[src/rtl/commit_pkg.sv]
// Shared encodings for the commit scheduler.
//   itype_t  : ROB entry instruction class
//   state_t  : commit sequencer state
//   sttype_t : store size
package commit_pkg;

   typedef enum logic [2:0] {
      IT_ALU    = 3'd0,
      IT_LOAD   = 3'd1,
      IT_STORE  = 3'd2,
      IT_BRANCH = 3'd3,
      IT_JUMP   = 3'd4
   } itype_t;

   typedef enum logic [1:0] {
      S_COMMIT     = 2'd0,
      S_STORE_WAIT = 2'd1,
      S_FLUSH      = 2'd2
   } state_t;

   typedef enum logic [1:0] {
      ST_BYTE = 2'd0,
      ST_HALF = 2'd1,
      ST_WORD = 2'd2
   } sttype_t;

   // ALU and LOAD entries are the only ones that may pair up in one cycle.
   function automatic logic is_alu_ld(input logic [2:0] t);
      return (t == IT_ALU) || (t == IT_LOAD);
   endfunction

endpackage

[src/rtl/commit_slot_eligibility.sv]
// Combinational slot qualification for the two oldest ROB entries.
// Inputs : state, st_ack, head_valid/done/mispred (2b), head_type (2x3),
//          head_rd (2x5)
// Outputs: c0/c1 slot commits, st0 store start, fl0 mispredict flush,
//          wb0/wb1 register write enables, pop (entries retired this cycle)
module commit_slot_eligibility
   import commit_pkg::*;
(
   input  state_t     state,
   input  logic       st_ack,
   input  logic [1:0] head_valid,
   input  logic [1:0] head_done,
   input  logic [1:0] head_mispred,
   input  logic [5:0] head_type,
   input  logic [9:0] head_rd,
   output logic       c0,
   output logic       c1,
   output logic       st0,
   output logic       fl0,
   output logic       wb0,
   output logic       wb1,
   output logic [1:0] pop
);

   logic [2:0] t0, t1;
   logic [1:0] rdy;
   logic       in_commit, ctl0;

   assign t0        = head_type[2:0];
   assign t1        = head_type[5:3];
   assign rdy       = head_valid & head_done;
   assign in_commit = (state == S_COMMIT);
   assign ctl0      = (t0 == IT_BRANCH) || (t0 == IT_JUMP);

   // Stores go through the handshake instead of retiring directly.
   assign st0 = in_commit && rdy[0] && (t0 == IT_STORE);
   assign c0  = in_commit && rdy[0] && (t0 != IT_STORE);
   assign fl0 = c0 && ctl0 && head_mispred[0];
   assign c1  = c0 && rdy[1] && is_alu_ld(t0) && is_alu_ld(t1) && !(|head_mispred);

   // JUMP writes its link register; BRANCH/STORE never write.
   assign wb0 = c0 && (is_alu_ld(t0) || (t0 == IT_JUMP)) && (head_rd[4:0] != 5'd0);
   assign wb1 = c1 && (head_rd[9:5] != 5'd0);

   always_comb begin
      pop = 2'd0;
      case (state)
         S_COMMIT:     pop = c1 ? 2'd2 : (c0 ? 2'd1 : 2'd0);
         S_STORE_WAIT: pop = st_ack ? 2'd1 : 2'd0;
         default:      pop = 2'd0;
      endcase
   end

endmodule

[src/rtl/commit_scheduler.sv]
// Retires up to two ROB head entries per cycle, serialises stores through a
// req/ack port, and sequences flush/redirect on a control-flow mispredict.
// Ports: head_* ROB head view (slot 0 in low bits), rob_pop combinational pop
// count, WB_* / store_* / branch_* / jump_* registered commit outputs,
// flush_en/redirect_pc, st_req/st_ack store handshake, store_err sticky
// timeout flag, rob_full (status only).
// Optional: COMMIT_SCHED_PERF_EN adds perf_cycles/perf_retired/perf_stall.
module commit_scheduler
   import commit_pkg::*;
#(
   parameter int XLEN          = 32,
   parameter int FLUSH_CYCLES  = 3,
   parameter int STORE_TIMEOUT = 64
) (
   input  logic              clk,
   input  logic              rst_n,
   input  logic [1:0]        head_valid,
   input  logic [1:0]        head_done,
   input  logic [5:0]        head_type,
   input  logic [9:0]        head_rd,
   input  logic [2*XLEN-1:0] head_data,
   input  logic [2*XLEN-1:0] head_pc,
   input  logic [1:0]        head_mispred,
   input  logic [2*XLEN-1:0] head_target,
   input  logic [XLEN-1:0]   head_st_addr,
   input  logic [1:0]        head_st_type,
   output logic [1:0]        rob_pop,
   output logic              WB_en1,
   output logic              WB_en2,
   output logic [4:0]        WB_target1,
   output logic [4:0]        WB_target2,
   output logic [XLEN-1:0]   WB_data1,
   output logic [XLEN-1:0]   WB_data2,
   output logic              store_en,
   output logic [XLEN-1:0]   store_addr,
   output logic [XLEN-1:0]   store_value,
   output logic [1:0]        store_type,
   output logic              branch_en,
   output logic              jump_en,
   output logic [XLEN-1:0]   branch_target_pc,
   output logic [XLEN-1:0]   jump_target_pc,
   output logic [XLEN-1:0]   ins_pc,
   output logic              flush_en,
   output logic [XLEN-1:0]   redirect_pc,
   output logic              st_req,
   input  logic              st_ack,
   output logic              store_err,
   input  logic              rob_full
`ifdef COMMIT_SCHED_PERF_EN
   ,
   output logic [31:0]       perf_cycles,
   output logic [31:0]       perf_retired,
   output logic [31:0]       perf_stall
`endif
);

   // One counter serves both the store timeout and the flush countdown.
   localparam int CMAX = (STORE_TIMEOUT > FLUSH_CYCLES) ? STORE_TIMEOUT : FLUSH_CYCLES;
   localparam int CW   = $clog2(CMAX + 1);
   localparam logic [CW-1:0] TMO_LAST = CW'(STORE_TIMEOUT - 1);
   localparam logic [CW-1:0] TMO_SAT  = CW'(STORE_TIMEOUT);
   localparam logic [CW-1:0] FL_INIT  = CW'(FLUSH_CYCLES - 1);

   state_t        state;
   logic [CW-1:0] cnt;
   logic          c0, c1, st0, fl0, wb0, wb1;
   logic [2:0]    t0;
   logic          unused_ok;

   assign t0        = head_type[2:0];
   assign unused_ok = ^{rob_full, head_pc[2*XLEN-1:XLEN], head_target[2*XLEN-1:XLEN]};

   commit_slot_eligibility u_elig (
      .state        (state),
      .st_ack       (st_ack),
      .head_valid   (head_valid),
      .head_done    (head_done),
      .head_mispred (head_mispred),
      .head_type    (head_type),
      .head_rd      (head_rd),
      .c0           (c0),
      .c1           (c1),
      .st0          (st0),
      .fl0          (fl0),
      .wb0          (wb0),
      .wb1          (wb1),
      .pop          (rob_pop)
   );

   always_ff @(posedge clk or negedge rst_n) begin
      if (!rst_n) begin
         state            <= S_COMMIT;
         cnt              <= '0;
         WB_en1           <= 1'b0;
         WB_en2           <= 1'b0;
         WB_target1       <= '0;
         WB_target2       <= '0;
         WB_data1         <= '0;
         WB_data2         <= '0;
         store_en         <= 1'b0;
         store_addr       <= '0;
         store_value      <= '0;
         store_type       <= '0;
         branch_en        <= 1'b0;
         jump_en          <= 1'b0;
         branch_target_pc <= '0;
         jump_target_pc   <= '0;
         ins_pc           <= '0;
         flush_en         <= 1'b0;
         redirect_pc      <= '0;
         st_req           <= 1'b0;
         store_err        <= 1'b0;
      end else begin
         WB_en1    <= 1'b0;
         WB_en2    <= 1'b0;
         store_en  <= 1'b0;
         branch_en <= 1'b0;
         jump_en   <= 1'b0;
         flush_en  <= 1'b0;
         case (state)
            S_COMMIT: begin
               if (st0) begin
                  st_req      <= 1'b1;
                  store_addr  <= head_st_addr;
                  store_value <= head_data[XLEN-1:0];
                  store_type  <= head_st_type;
                  cnt         <= '0;
                  state       <= S_STORE_WAIT;
               end
               if (c0) begin
                  ins_pc     <= head_pc[XLEN-1:0];
                  WB_en1     <= wb0;
                  WB_target1 <= head_rd[4:0];
                  WB_data1   <= head_data[XLEN-1:0];
                  if (t0 == IT_BRANCH) begin
                     branch_en        <= 1'b1;
                     branch_target_pc <= head_target[XLEN-1:0];
                  end
                  if (t0 == IT_JUMP) begin
                     jump_en        <= 1'b1;
                     jump_target_pc <= head_target[XLEN-1:0];
                  end
               end
               if (fl0) begin
                  flush_en    <= 1'b1;
                  redirect_pc <= head_target[XLEN-1:0];
                  cnt         <= FL_INIT;
                  state       <= S_FLUSH;
               end
               if (c1) begin
                  WB_en2     <= wb1;
                  WB_target2 <= head_rd[9:5];
                  WB_data2   <= head_data[2*XLEN-1:XLEN];
               end
            end
            S_STORE_WAIT: begin
               if (st_ack) begin
                  st_req   <= 1'b0;
                  store_en <= 1'b1;
                  ins_pc   <= head_pc[XLEN-1:0];
                  state    <= S_COMMIT;
               end else if (cnt != TMO_SAT) begin
                  cnt <= cnt + 1'b1;
                  if (cnt == TMO_LAST) store_err <= 1'b1;
               end
            end
            S_FLUSH: begin
               if (cnt == '0) state <= S_COMMIT;
               else           cnt   <= cnt - 1'b1;
            end
            default: state <= S_COMMIT;
         endcase
      end
   end

`ifdef COMMIT_SCHED_PERF_EN
   always_ff @(posedge clk or negedge rst_n) begin
      if (!rst_n) begin
         perf_cycles  <= '0;
         perf_retired <= '0;
         perf_stall   <= '0;
      end else begin
         perf_cycles  <= perf_cycles + 32'd1;
         perf_retired <= perf_retired + 32'(rob_pop);
         if ((state != S_COMMIT) || ((rob_pop == 2'd0) && head_valid[0]))
            perf_stall <= perf_stall + 32'd1;
      end
   end
`endif

endmodule
[config.mk]
export PLATFORM = sky130hd
export DESIGN_NAME = commit_scheduler
export DESIGN_NICKNAME = d
export VERILOG_FILES = /design/src/rtl/commit_pkg.sv /design/src/rtl/commit_slot_eligibility.sv /design/src/rtl/commit_scheduler.sv
export SDC_FILE = /design/constraint.sdc
export NUM_CORES = 1
export LEC_CHECK = 0
export BUFFER_PORTS_ARGS = -buffer_cell sky130_fd_sc_hd__clkbuf_2
export CAP_MARGIN = 20
export CORE_MARGIN = 2
export CORE_UTILIZATION = 25
export CTS_CLUSTER_SIZE = 14
export DETAILED_ROUTE_END_ITERATION = 10
export PLACE_DENSITY_LB_ADDON = 0.08
export SYNTH_ARGS = -nofsm -noshare
export SYNTH_HDL_FRONTEND = slang
export SYNTH_SLANG_ARGS = --single-unit
[constraint.sdc]
create_clock -name clk -period 6.3 [get_ports clk]
set_clock_uncertainty 0.05 [all_clocks]
set_input_delay 1.89 -clock clk [delete_from_list [all_inputs] [get_ports clk]]
set_output_delay 1.89 -clock clk [all_outputs]
set_load 0.1 [all_outputs]
Word-level counts from Yosys, hierarchy flattened
Index checks and enable logic that the tools add are counted.
{"block": "totals", "word_cells": 115, "output_inout_bits": 278, "inputBits": 252, "reg_bits": 285}
{"block": "op_classes", "n_addsub": 2, "bitwise": 2, "reduce_logical": 37, "n_eq_ne": 18, "mux": 35}
{"cell": "$mux 32", "count": 2}
{"cell": "$pmux 32 s2", "count": 1}
{"cell": "$mux 7", "count": 5}
{"cell": "$pmux 7 s3", "count": 1}
{"cell": "$mux 1", "count": 18}
{"cell": "$reduce_and 3->1", "count": 5}
{"cell": "$logic_and 1x1->1", "count": 12}
{"cell": "$ne 2x2->1 const B", "count": 6}
{"cell": "$mux 2", "count": 5}
{"cell": "$reduce_bool 5->1", "count": 2}
{"cell": "$reduce_and 2->1", "count": 4}
{"cell": "$add 7x1->7 const B", "count": 1}
{"cell": "$eq 7x6->1 const B", "count": 1}
{"cell": "$logic_not 7->1", "count": 1}
{"cell": "$ne 7x7->1 const B", "count": 1}
{"cell": "$sub 7x1->7 const B", "count": 1}
{"cell": "$eq 3x1->1 const B", "count": 2}
{"cell": "$eq 3x2->1 const B", "count": 2}
{"cell": "$logic_not 3->1", "count": 2}
{"cell": "$pmux 2 s3", "count": 1}
{"cell": "$reduce_and 5->1", "count": 1}
{"cell": "$logic_or 1x1->1", "count": 4}
{"cell": "$pmux 2 s2", "count": 1}
{"cell": "$reduce_and 4->1", "count": 1}
{"cell": "14 further kinds", "count": 14}

Longest topological paths before layout
{"block": "logic_depth", "depth_word": 10, "ltp_mapped": 10}

Cells and area by module
Synthesis repeated with hierarchy kept, for this count alone.
{"block": "hier_totals", "cells_unflattened": 729, "area_unflattened_um2": 11363.4}
{"module": "commit_scheduler", "cells_each": 705, "n_inst": 1, "area_per_inst_um2": 11178.2}
{"module": "commit_slot_eligibility", "cells_each": 24, "n_inst": 1, "area_per_inst_um2": 185.2}

Worst setup path before layout
No wires, ideal clock.
{"block": "synth_timing", "kind": "input -> output", "start": "input port head_valid[0]", "end": "output port rob_pop[0]", "path_slack_ns": 1.081, "path_buffers": 2, "stages": 5, "t_arrival_ns": 3.279, "path_cell_list": "nand3_4 > nor2_2 > buf_2 > buf_4 > a21o_1"}
{"block": "synth_via", "elab_chain_len": 9, "word_cells_on_any_way": 10, "cone_classes": "mux: 3; bitwise: 1; reduce/logical: 6"}
{"element": "start, declared", "line": "commit_scheduler.sv:17", "text": "input logic [1:0] head_valid,"}
{"element": "$and 2x2->2 *", "line": "commit_slot_eligibility.sv:31", "text": "assign rdy = head_valid & head_done;"}
{"element": "$logic_and 1x1->1 * (2 in a row)", "line": "commit_slot_eligibility.sv:37", "text": "assign c0 = in_commit && rdy[0] && (t0 != IT_STORE);"}
{"element": "$logic_and 1x1->1 (4 in a row)", "line": "commit_slot_eligibility.sv:39", "text": "assign c1 = c0 && rdy[1] && is_alu_ld(t0) && is_alu_ld(t1) && !(|head_mispred);"}
{"element": "$mux 2 *", "line": "commit_slot_eligibility.sv:48", "text": "S_COMMIT: pop = c1 ? 2'd2 : (c0 ? 2'd1 : 2'd0);"}
{"element": "$pmux 2 s2 *", "line": "commit_slot_eligibility.sv:47", "text": "case (state)"}
{"element": "end, declared", "line": "commit_scheduler.sv:27", "text": "output logic [1:0] rob_pop,"}
Mark *: on every way between the ends. The rest lies on a longest branch, timed or not.

Final worst setup path
{"block": "layout_timing", "start": "input port head_type[2]", "end": "output port rob_pop[1]"}
{"block": "layout_via", "elab_chain_len": 8, "word_cells_on_any_way": 11, "cone_classes": "eq/ne: 2; mux: 2; reduce/logical: 7"}
{"element": "start, declared", "line": "commit_scheduler.sv:19", "text": "input logic [5:0] head_type,"}
{"element": "$ne 3x2->1", "line": "commit_slot_eligibility.sv:37"}
{"element": "$logic_and 1x1->1", "line": "commit_slot_eligibility.sv:37"}
{"element": "$logic_and 1x1->1", "line": "commit_slot_eligibility.sv:39"}
{"element": "$logic_and 1x1->1 * (3 in a row)", "line": "commit_slot_eligibility.sv:39"}
{"element": "$mux 2 *", "line": "commit_slot_eligibility.sv:48"}
{"element": "$pmux 2 s2 *", "line": "commit_slot_eligibility.sv:47"}
Marked as above.

==> reports/metrics.csv <==
stage,metric,value,unit
logic_synthesis,Synthesis Warnings,0,
flow_run,Max-Cap Viols,0,
detailed_routing,via count,8113,
outcome,status,completed,
logic_synthesis,"FF+latch count, synth",285,
detailed_routing,drt wl/cell,18.36,um
clock_tree,TritonCTS Buffers,36,
clock_tree,CTS tree,yes,
sta,Setup Viol. Count Final,0,
layout,"most common cell after layout, fill and taps aside",clkbuf_2,
layout,Layout area overhead,37.43,%
sta,fin. max-slew vios,0,
setup_path,WP buf/inv,4,
logic_synthesis,"area leader, netlist",dfrtp_1,
setup_path,Crit path max-delay family,simple AND/OR/NAND/NOR gates,
place,RD Place Congestion,0.7674,
floorplan,FP Rows,77,
detailed_routing,vias per std cell,4.215,
detailed_routing,DRT iter0 DRCs,325,
clock_tree,CTS Buffer Depth,3,
logic_synthesis,Area contributors post-synth,"dfrtp_1 64%, mux2_2 19%, nand2_1 6.8%",
place,Port Buffer Count,463,
setup_path,Levels on crit path,6,
setup_path,type of origin of the critical path,input port,
layout,FF+latch area,0.007132,mm^2
global_routing,first-pass GRT wire length,53890,um
clock_tree,clk_lat worst skew,0.52,ns
setup_path,crit-path cells,clkbuf_2 -> nor4bb_1 -> nand3_2 -> buf_4 -> inv_1 -> buf_12,
floorplan,die span in y,215.9,um
logic_synthesis,"Avg Cell Area, Syn",13.47,um^2
global_routing,initial antenna violation count,1,
setup_path,crit path kind,in2out,
clock_tree,Sink Count,285,
setup_path,Critical Path Max Stage Delay,0.54,ns
setup_path,WP data required,4.36,ns
detailed_routing,first drt pass iteration count,4,
global_routing,total grt overflow,0,
clock_tree,CTS Root Cell,clkbuf_16,
global_routing,all-layer global routing usage,0.1511,
worst_hold_path,worst hold path type,reg2reg,
clock_tree,Post-CTS Repair Setup Buffers,0,
setup_path,CP Data Arrival Time,3.46,ns
sta,part of the cycle the worst path needs,0.8571,
layout,Layout fillers,4508,
sta,Max Freq,185.2,MHz
setup_path,reg2reg path depth,9,
floorplan,die footprint,0.04659,mm^2
logic_synthesis,Async SR Flop Fraction,1.000,
global_routing,GRT met1 Usage,0.1888,
clock_tree,post-CTS resize count,0,
layout,area taken by multi-input logic gates,0.003792,mm^2
clock_tree,Clock Pin Slew Worst Setup and Hold Paths,0.05,ns
logic_synthesis,number of synthesized flops with an enable pin,0,
detailed_routing,WL final,35340,um
global_routing,GR Util met2,0.2408,
logic_synthesis,Mapped Nets,1095,
logic_synthesis,post-synth top area share,0.6356,
global_routing,vias in the first global route,8621,
floorplan,initial core utilization,0.2537,
sta,Setup TNS Final,0,ns
place,post-DP HPWL,25300,um
setup_path,Critical Path Source,head_type[2],
setup_path,Crit. End Element,output port,
logic_synthesis,"Distinct cells, synth",55,
floorplan,Ports,530,
sta,worst-margin pin slew,0.9210,ns
setup_path,Max Fanout on Critical Path,19,
detailed_routing,Post-route DRC,0,
layout,Final nets,1570,
floorplan,core area,0.04422,mm^2
logic_synthesis,synthesized instance count,833,
layout,Diodes inserted,0,
sta,Slew headroom,0.3860,
setup_path,slowest stage cell on the critical path,nor4bb_1,
floorplan,Die Width,215.9,um
global_routing,Top Usage Layer GRT,met2,
worst_hold_path,Hold Crit Start,store_value[7],
detailed_routing,Routed Antenna Nets,0,
setup_path,FF-to-FF Start,state[0],
logic_synthesis,"Seq/Total Area, Yosys",0.6356,
global_routing,largest net degree at the start of global routing,99,
sta,Final Hold Viols,0,
layout,most frequent cells in the layout,"460 x clkbuf_2, 285 x dfrtp_1, 204 x nand2_1, 188 x mux2_2, 37 x clkbuf_16",
worst_hold_path,hold path cells,2,
clock_tree,htree depth,2,
layout,layout cells sized above 1,0.5506,
clock_tree,# hold bufs at CTS,0,
setup_path,R2R setup slack,2.64,ns
logic_synthesis,Syn Std Cell Area,0.01122,mm^2
global_routing,met3 Resource Use GR,0.06117,
sta,fin crit period,5.400,ns
logic_synthesis,Synth Flop Type,dfrtp_1,
sta,RSZ-0062 raised after global routing,false,
==> tightest hold or removal path: cells and delay by family (launching register included) <==
family | cells | cell delay [ns]
simple gates | 2 | 0.10
flops | 1 | 0.33
==> path summary, 6_finish.rpt <==
path	end
setup / recovery	rob_pop[1]
hold / removal	store_value[7]
setup reg to reg	state[0]
hold reg to reg	store_value[7]
max in group asynchronous	WB_data2[10]
min in group asynchronous	WB_data2[7]
==> kinds of logic after synthesis <==
kind of cell	Yosys count	share of synthesized area
buf+inv	50	0.02910
simple gates	245	0.09266
mux	205	0.2058
compound gates	35	0.02264
fa+ha+maj	10	0.01182
xor+xnor	3	0.002342
flops	285	0.6356
==> area by class of cell <==
type / instances / area share
Multi-Input combinational cell: 498 / 0.2459
Timing Repair Buffer: 474 / 0.1606
Clock inverter: 8 / 0.007464
Tap cell: 592 / 0.04803
Inverter: 13 / 0.003245
Clock buffer: 55 / 0.07221
Sequential cell: 285 / 0.4625
==> state kept, by name, indices dropped and copies added, names as in the netlist, 2 cells and up <==
name and flops:
branch_target_pc 32, WB_data2 32, redirect_pc 32, store_type 2, cnt 7, state 2
store_value 32, store_addr 32, WB_target1 5, WB_target2 5, WB_data1 32, ins_pc 32
jump_target_pc 32
==> synth_stat cells (all sizes together) (2+ instances only) <==
cell type  count
a211oi         2
dfrtp        285
nor2           9
inv           12
buf           33
clkbuf         4
a21oi          9
nand2        204
mux2         203
a21o           2
a311o          2
o21ai          7
nand4          3
a31o           2
a21boi         2
nor4           2
mux2i          2
and2           2
nand2b         4
nor2b          7
xnor2          3
ha             9
nand3          4
nor3           4
==> through the flow <==
step | hold WS (ns) | cell area [um^2] | std cells | util | setup slack (ns)
global route | 0.4400 | 15420 | 1925 | 0.3487 | 0.8150
floorplan | 0.4845 | 11220 | 833 | - | 1.081
finish | 0.4191 | 15420 | 1925 | 0.3487 | 0.9000
detailed placement | 0.4110 | 14190 | 1862 | 0.3209 | 0.8876
global placement | 0.4078 | 14170 | 1861 | 0.3205 | 0.9203
CTS | 0.4251 | 15420 | 1925 | 0.3487 | 0.8718
==> layer usage <==
metal | vias up | part of all wire
met5 | - | 0.00020
met4 | 2 | 0.016
met3 | 40 | 0.10
met2 | 294 | 0.46
met1 | 4008 | 0.42
li1 | 3769 | -
Power is not shown: default switching activity piles up to over one toggle a cycle in this logic, so the estimate is an artifact.
